==> src/rtl/multdiv_sequencer.sv <==
// Launches mul/div from DX into the iterative multdiv unit, tracks the
// in-flight instruction and arbitrates its result onto the writeback port.
module multdiv_sequencer #(
    parameter int TIMEOUT      = 64,
    parameter int RSTATUS_REG  = 30,
    parameter int MUL_EXC_CODE = 4,
    parameter int DIV_EXC_CODE = 5
) (
    input  logic        clock,
    input  logic        reset,
    input  logic [31:0] dx_insn,
    input  logic        dx_fire,
    input  logic [31:0] data_result,
    input  logic        data_resultRDY,
    input  logic        data_exception,
    input  logic        wb_ack,
    output logic        ctrl_MULT,
    output logic        ctrl_DIV,
    output logic        multOngoing,
    output logic [31:0] inM,
    output logic        wb_req,
    output logic [4:0]  wb_rd,
    output logic [31:0] wb_data,
    output logic        md_timeout
);

    localparam logic [1:0] S_IDLE = 2'd0;
    localparam logic [1:0] S_RUN  = 2'd1;
    localparam logic [1:0] S_WB   = 2'd2;

    logic [1:0]  state;
    logic [6:0]  cnt;
    logic [4:0]  rd_q;
    logic [31:0] data_q;
    logic        is_md;
    logic        launch;

    assign is_md  = (dx_insn[31:27] == 5'd0) && (dx_insn[6:3] == 4'b0011);
    assign launch = is_md && dx_fire && (state == S_IDLE) && !reset;

    // Combinational so the multdiv unit samples DX operands on this edge.
    assign ctrl_MULT = launch && !dx_insn[2];
    assign ctrl_DIV  = launch && dx_insn[2];

    assign multOngoing = (state != S_IDLE);
    assign wb_req      = (state == S_WB);
    assign wb_rd       = (state == S_WB) ? rd_q : 5'd0;
    assign wb_data     = (state == S_WB) ? data_q : 32'd0;

    always_ff @(posedge clock) begin
        if (reset) begin
            state      <= S_IDLE;
            cnt        <= 7'd0;
            inM        <= 32'd0;
            rd_q       <= 5'd0;
            data_q     <= 32'd0;
            md_timeout <= 1'b0;
        end else begin
            case (state)
                S_IDLE: begin
                    if (launch) begin
                        state <= S_RUN;
                        inM   <= dx_insn;
                        cnt   <= 7'd0;
                    end
                end
                S_RUN: begin
                    if (data_resultRDY) begin
                        // Exception write wins over rd==0 suppression.
                        if (data_exception) begin
                            state  <= S_WB;
                            rd_q   <= 5'(RSTATUS_REG);
                            data_q <= inM[2] ? 32'(DIV_EXC_CODE)
                                             : 32'(MUL_EXC_CODE);
                        end else if (inM[26:22] != 5'd0) begin
                            state  <= S_WB;
                            rd_q   <= inM[26:22];
                            data_q <= data_result;
                        end else begin
                            state <= S_IDLE;
                            inM   <= 32'd0;
                        end
                    end else if (cnt == 7'(TIMEOUT - 1)) begin
                        md_timeout <= 1'b1;
                        state      <= S_IDLE;
                        inM        <= 32'd0;
                    end else begin
                        cnt <= cnt + 7'd1;
                    end
                end
                S_WB: begin
                    if (wb_ack) begin
                        state  <= S_IDLE;
                        inM    <= 32'd0;
                        rd_q   <= 5'd0;
                        data_q <= 32'd0;
                    end
                end
                default: begin
                    state <= S_IDLE;
                    inM   <= 32'd0;
                end
            endcase
        end
    end

endmodule

==> config.mk <==
export PLATFORM = sky130hd
export DESIGN_NAME = multdiv_sequencer
export DESIGN_NICKNAME = d
export VERILOG_FILES = /design/src/rtl/multdiv_sequencer.sv
export SDC_FILE = /design/constraint.sdc
export NUM_CORES = 1
export LEC_CHECK = 0
export ABC_AREA = 1
export BUFFER_PORTS_ARGS = -buffer_cell sky130_fd_sc_hd__buf_2
export CAP_MARGIN = 40
export CORE_AREA = 2 2 87 97
export CTS_BUF_LIST = sky130_fd_sc_hd__clkbuf_2 sky130_fd_sc_hd__clkbuf_4 sky130_fd_sc_hd__clkbuf_8
export CTS_CLUSTER_DIAMETER = 80
export CTS_CLUSTER_SIZE = 8
export DETAILED_ROUTE_END_ITERATION = 10
export DIE_AREA = 0 0 89 99
export PLACE_DENSITY = 0.81
export SETUP_SLACK_MARGIN = 0.2
export SLEW_MARGIN = 20
export SYNTH_ARGS = -nofsm -noshare
export SYNTH_HDL_FRONTEND = slang
export SYNTH_SLANG_ARGS = --single-unit
==> constraint.sdc <==
create_clock -name clock -period 1.4 [get_ports clock]
set_input_delay 0.14 -clock clock [delete_from_list [all_inputs] [get_ports clock]]
set_output_delay 0.14 -clock clock [all_outputs]
set_load 0.02 [all_outputs]
==> reports/results.ini, run 1 <==
[run_status]
outcome=finished, violations left
violations=setup timing

[sta]
worst_slew_pin_slew_ns=0.629
maxSlewViolCount=0
timing.hold.ws_ns=0.0153
rsz0062_at_grt=true
hold_viol=0
setup_slack_ns=-0.295
setup_viol=117
fin_crit_sh_pct=121
max_slew_margin_pct=58.1
finalClockSkew_ns=0.00998
fin_crit_ns=1.69
fmax_mhz=590

[setup_path]
cp_slowest_cell=dfxtp_2
cpMostUsedCell=buf_6
rr_worst_depth=12
start_kind=register
cp_max_fo=7
cp_data_required_time_ns=1.60
crit_type=reg -> reg
crit_arrival_ns=1.90
crit_chain=inv_2 -> nor2_4 -> buf_4 -> buf_6 -> buf_6 -> nand2_4 -> nand2_8 -> inv_12 -> buf_12 -> buf_16 -> a21oi_4 -> a211oi_2
cp_slowest_stage_delay_ns=0.36
crit_path_end_kind=register

[synth]
synthDistinctLibCells=26
yosysTopAreaCellShare_pct=47.0
ys_seq_area_share_pct=47.0
yosys_register_bits=79
synth.avg_cell_area_um2=7.47
post-synth-top-area-cell=dfxtp_1
syn_inst=451
yosysWarningCount=0
yosys-top-cells-area=dfxtp_1, nor2_1, nand3_1
synth_fp_nets=522
syn_area_um2=3370

[finish]
register_area_um2=1600
area_delta_synth_final_pct=93.2
antenna_cells=0
final_cell_mix=buf_2, dfxtp_1, buf_6
multi_input_area_um2=2190
nFillCells=400
nets=728
drive_gt1_share_pct=57.7
instances_no_fill=770
fin_util_pct=83.1
final_common_cell=buf_2

[hold_path]
hp-class=in -> reg
hold_depth=3

[drt]
wl_per_cell_um=19.8
vias=4149
via_per_inst=5.39
drt_iter0_drc=259
first_pass_iters=5
drt-total-wl_um=15200
antenna_left=0
route.detailed.drc=0

[global_routing]
grt_pass1_wl_um=20600
grt_overflow_total=0
grt_pass1_vias=4207
track_usage_pct=30.3
antenna_found_initial=0
grt_max_degree=47

[pwr]
p_per_area_nw_per_um2=663
p_leak_nw=2.77
vdd_drop_max_mv=0.454

[floorplanning]
initial_utilization_pct=43.0
chipHeight_um=99
rows=34
die_w_um=89
pin_count=144
die-area_um2=8810
coreArea_um2=7830

[cts]
clock_latency_ns=0.35
cts_tree=built
cts_buffer_depth=2
cts_num_sinks=79
clk_pin_slew_worst_paths_ns=0.08
cts_root_buffer=clkbuf_8
htreeDepth=3
numCtsBuffers=9

[place]
hpwlAfterDp_um=6740
pre_cts_slack_ns=-0.0122
gp_congestion=0.836
port-buffer-count=143
numPlacedInstances=696

[run]
drv_cap=0

path summary, 6_finish.rpt:
check	slack (ns)	from	endpoint
hold reg to reg	0.44	inM[28]	inM[28]
setup / recovery	-0.29	state[1]	data_q[1]
setup reg to reg	-0.29	state[1]	data_q[1]
hold / removal	0.02	dx_insn[1]	inM[1]
synth_stat cells (all sizes together):
cell and number:
or2 1, clkbuf 14, o21ai 14, buf 14, nand4 2, inv 62
o21bai 1, nand3 49, nand2 56, dfxtp 79, and3 1, a21oi 48
nor3 1, ha 1, nor2 76, a211oi 31, nand3b 1
metal layers:
metal,up-vias,routed length [um],GRT usage (%)
met5,-,0,0
met4,0,908,17.6
met3,69,1300,7.87
met2,261,7930,54.4
met1,1927,5090,30.7
li1,1892,-,-
power breakdown:
| part | switching [W] | leakage (nW) | internal [W] |
|---|---|---|---|
| clock network | 0.000868 | 0.0964 | 0.000865 |
| registers | 0.000000429 | 0.642 | 0.00224 |
| logic | 0.000189 | 2.03 | 0.000151 |
worst max-delay path: cells and delay by family (launching register included):
family          cells  cell delay (ns)
compound gates      2             0.23
simple gates        3             0.26
buf+inv             7             0.69
flops               1             0.36
final cells by class:
type	instances	share of cell area [%]
Multi-Input combinational cell	283	33.7
Timing Repair Buffer	221	32.6
Sequential cell	79	24.6
Inverter	62	3.90
Clock buffer	11	2.14
Tap cell	108	2.08
Clock inverter	5	0.904
Timing Repair inverter	1	0.173
through the flow:
stage	setup TNS [ns]	instance area [um2]	power, W
2_1_floorplan	0	3710	0.00237
3_3_place_gp	0	4620	0.00250
3_5_place_dp	-0.0273	4620	0.00251
4_1_cts	-15.87	6140	0.00426
5_1_grt	-29.62	6500	0.00446
6_report	-21.83	6500	0.00432
cells by family after synthesis:
group	count (synthesis)	share of synthesized area [%]
simple gates	187	24.6
compound gates	94	16.9
buf+inv	90	11.1
flops	79	47.0
fa+ha+maj	1	0.372
repair_timing:
item	4_1_cts	5_1_grt
gates resized for setup	192	51
hold buffers	0	0
gates cloned	15	3
buffers inserted	29	11
pin swaps	18	22
setup endpoints to repair	118	119
state kept, by name (all words and copies together), names as in the netlist:
signal and flops:
data_q 32, inM 32, cnt 7, md_timeout 1
rd_q 5, state 2
(Power assumes the default switching activity.)
==> run 2: changes to the inputs <==
ABC_AREA = not set   (was 1)
CORE_AREA = 2 2 85 96   (was 2 2 87 97)
DIE_AREA = 0 0 87 98   (was 0 0 89 99)
PLACE_DENSITY = 0.82   (was 0.81)
==> reports/results.ini, run 2 <==
[run_status]
outcome=finished, violations left  ; unchanged
violations=setup timing  ; unchanged

[cts]
clock_latency_ns=0.34  ; was 0.35 ns
cts_buffer_depth=2  ; unchanged
htreeDepth=3  ; unchanged
numCtsBuffers=9  ; unchanged
cts_num_sinks=79  ; unchanged
clk_pin_slew_worst_paths_ns=0.08  ; about the same
cts_root_buffer=clkbuf_8  ; unchanged
cts_tree=built  ; unchanged

[setup_path]
crit_arrival_ns=2.12  ; was 1.90 ns
r2r-start=inM[24]  ; was state[1]
rr_worst_depth=6  ; was 12
crit_type=reg -> reg  ; unchanged
cp_max_fo=6  ; was 7
start_kind=register  ; unchanged
crit_path_end_kind=register  ; unchanged
reg2reg_slack_ns=-0.46  ; was -0.29 ns
cp_data_required_time_ns=1.67  ; was 1.60 ns
r2r_end=data_q[2]  ; was data_q[1]

[sta]
fin_crit_ns=1.86  ; was 1.69 ns
tns_ns=-34.84  ; was -21.83 ns
maxSlewViolCount=0  ; unchanged
worst_slew_pin_slew_ns=0.327  ; was 0.629 ns
setup_viol=116  ; was 117
setup_slack_ns=-0.458  ; was -0.295 ns
fin_crit_sh_pct=133  ; was 121%
fmax_mhz=538  ; was 590 MHz
finalClockSkew_ns=0.00793  ; was 0.00998 ns
max_slew_margin_pct=78.2  ; was 58.1%
hold_viol=0  ; unchanged
rsz0062_at_grt=true  ; unchanged

[finish]
top_regs=data_q: 32 flops, inM: 32 flops, cnt: 7 flops  ; unchanged
area_delta_synth_final_pct=68.4  ; was 93.2%
nFillCells=537  ; was 400
nets=624  ; was 728
antenna_cells=0  ; unchanged
fin_util_pct=71.7  ; was 83.1%
drive_gt1_share_pct=57.7  ; about the same
final_common_cell=buf_2  ; unchanged
final_cell_mix=buf_2, dfxtp_1, buf_6  ; unchanged

[global_routing]
antenna_found_initial=0  ; unchanged
track_usage_pct=22.4  ; was 30.3%
grt_overflow_total=0  ; unchanged
grt_pass1_vias=3232  ; was 4,207
grt_max_degree=53  ; was 47
grt_pass1_wl_um=15200  ; was 20,600 um

[hold_path]
min_to=inM[15]  ; was inM[1]
hold_depth=2  ; was 3
hp-class=in -> reg  ; unchanged
min_from=dx_insn[15]  ; was dx_insn[1]

[drt]
via_per_inst=5.20  ; was 5.39
wl_per_cell_um=15.7  ; was 19.8 um
vias=3370  ; was 4,149
drt-total-wl_um=10200  ; was 15,200 um
antenna_left=0  ; unchanged
drt_iter0_drc=67  ; was 259
first_pass_iters=4  ; was 5
route.detailed.drc=0  ; unchanged

[floorplanning]
coreArea_um2=7610  ; was 7830 um2
initial_utilization_pct=42.6  ; was 43.0%
chipHeight_um=98  ; was 99 um
die_w_um=87  ; was 89 um
rows=34  ; unchanged
pin_count=144  ; unchanged
die-area_um2=8530  ; was 8810 um2

[place]
port-buffer-count=143  ; unchanged
gp_congestion=0.857  ; was 0.836
hpwlAfterDp_um=6250  ; was 6740 um
pre_cts_slack_ns=-0.399  ; was -0.0122 ns

[pwr]
p_sw_w=0.000933  ; was 0.00106 W
clockPowerShare_pct=39.8  ; was 40.1%
power.internal_w=0.00320  ; was 0.00326 W
netSwitchingFraction_pct=22.6  ; was 24.5%
seq_power_share_pct=54.3  ; was 52.0%
p_leak_nw=2.48  ; was 2.77 nW
p_per_area_nw_per_um2=756  ; was 663 nW/um2
post-layout-total-power_w=0.00413  ; was 0.00432 W
power.share.combinational_pct=6.0  ; was 7.9%
vdd_drop_max_mv=0.594  ; was 0.454 mV

[synth]
yosys-top-cells-area=dfxtp_1, and2_1, a22o_1  ; was dfxtp_1, nor2_1, nand3_1
synth-edff-count=0  ; unchanged
ys_seq_area_share_pct=48.8  ; was 47.0%
post-synth-top-count-cell=dfxtp_1  ; unchanged
yosysWarningCount=0  ; unchanged
post-synth-top-area-cell=dfxtp_1  ; unchanged
synth.avg_cell_area_um2=9.21  ; was 7.47 um2
async_flop_share_pct=0  ; unchanged
syn_area_um2=3240  ; was 3370 um2
synthDistinctLibCells=44  ; was 26
yosys_register_bits=79  ; unchanged
syn_inst=352  ; was 451
synthFlopType=dfxtp_1  ; unchanged
yosysTopAreaCellShare_pct=48.8  ; was 47.0%
ys_top_cells_by_count=dfxtp_1, and2_1, nand2_1  ; was dfxtp_1, nor2_1, inv_1
synth_fp_nets=423  ; was 522

[run]
drv_cap=0  ; unchanged

[run 2: cell count changes after synthesis, sizes merged, moves of 22 or more]
cell	before	now
o21ai	14	37
nor2	76	12
a21oi	48	10
and2	0	47
inv	62	3
a22o	0	22
a211oi	31	0
[run 2: area by class of cell]
cell class / count / area (um2) / area share [%]
sequential: 79 / 1590 / 29.2
clock inverter: 6 / 61.3 / 1.12
tap: 90 / 113 / 2.06
multi-input combinational: 246 / 1840 / 33.6
inverter: 3 / 11.3 / 0.206
timing repair buffer: 214 / 1720 / 31.4
clock buffer: 10 / 131 / 2.41
[run 2: routing by layer]
metal  part of all wire [%]  GRT usage (%)
met4                    1.5           7.93
met1                     40           25.2
met2                     52           39.8
met5                      0              0
met3                    6.6           6.42
[run 2: through the flow]
| step | hold WS (ns) | instance area, um2 | std cells |
|---|---|---|---|
| finish | 0.0136 | 5460 | 648 |
| global route | 0.00245 | 5460 | 648 |
| CTS | 0.000384 | 5250 | 640 |
| detailed placement | 0.361 | 4380 | 601 |
| global placement | 0.355 | 4380 | 601 |
| floorplan | 0.273 | 3360 | 352 |
[run 2: repair_timing]
item	in CTS	in global routing
pin swaps	32	18
hold endpoints to repair	4	0
setup endpoints to repair	120	120
setup buffers	15	7
hold buffers	4	0
gates cloned	4	1
gates resized for setup	138	34
[run 2: how the worst max path moves through the flow]
stage	startpoint	endpoint	slack, ns	depth (start not counted)
6_report	inM[24]	data_q[2]	-0.46	6
5_1_grt	inM[24]	data_q[2]	-0.51	6
4_1_cts	inM[24]	inM[9]	-0.42	6
3_5_place_dp	inM[22]	data_q[2]	-0.40	6
3_3_place_gp	inM[22]	data_q[2]	-0.32	6
2_1_floorplan	inM[22]	data_q[19]	-0.41	6
[run 2: cell families after synthesis]
group	share of synthesized area, %
and+or+nand+nor	26.4
adders and majority gates	0.386
muxes	0.656
buffers and inverters	5.02
AOI/OAI and AO/OA	18.8
DFF	48.8
[run 2: power groups by stage]
| stage | sequential [W] | combinational [W] | clock [W] |
|---|---|---|---|
| after floorplan | 0.00230 | 0.0000738 | 0 |
| after global placement | 0.00230 | 0.000222 | 0 |
| after detailed placement | 0.00230 | 0.000225 | 0 |
| after CTS | 0.00224 | 0.000238 | 0.00168 |
| after global routing | 0.00224 | 0.000264 | 0.00178 |
| final | 0.00224 | 0.000246 | 0.00164 |
[run 2: worst max-delay path, cell delays in order, from the launching register on]
cell	delay [ns]
dfxtp_2	0.32
or4_4	0.55
o311ai_4	0.32
nand2_4	0.12
buf_6	0.15
nor2_4	0.18
o2bb2ai_2	0.14
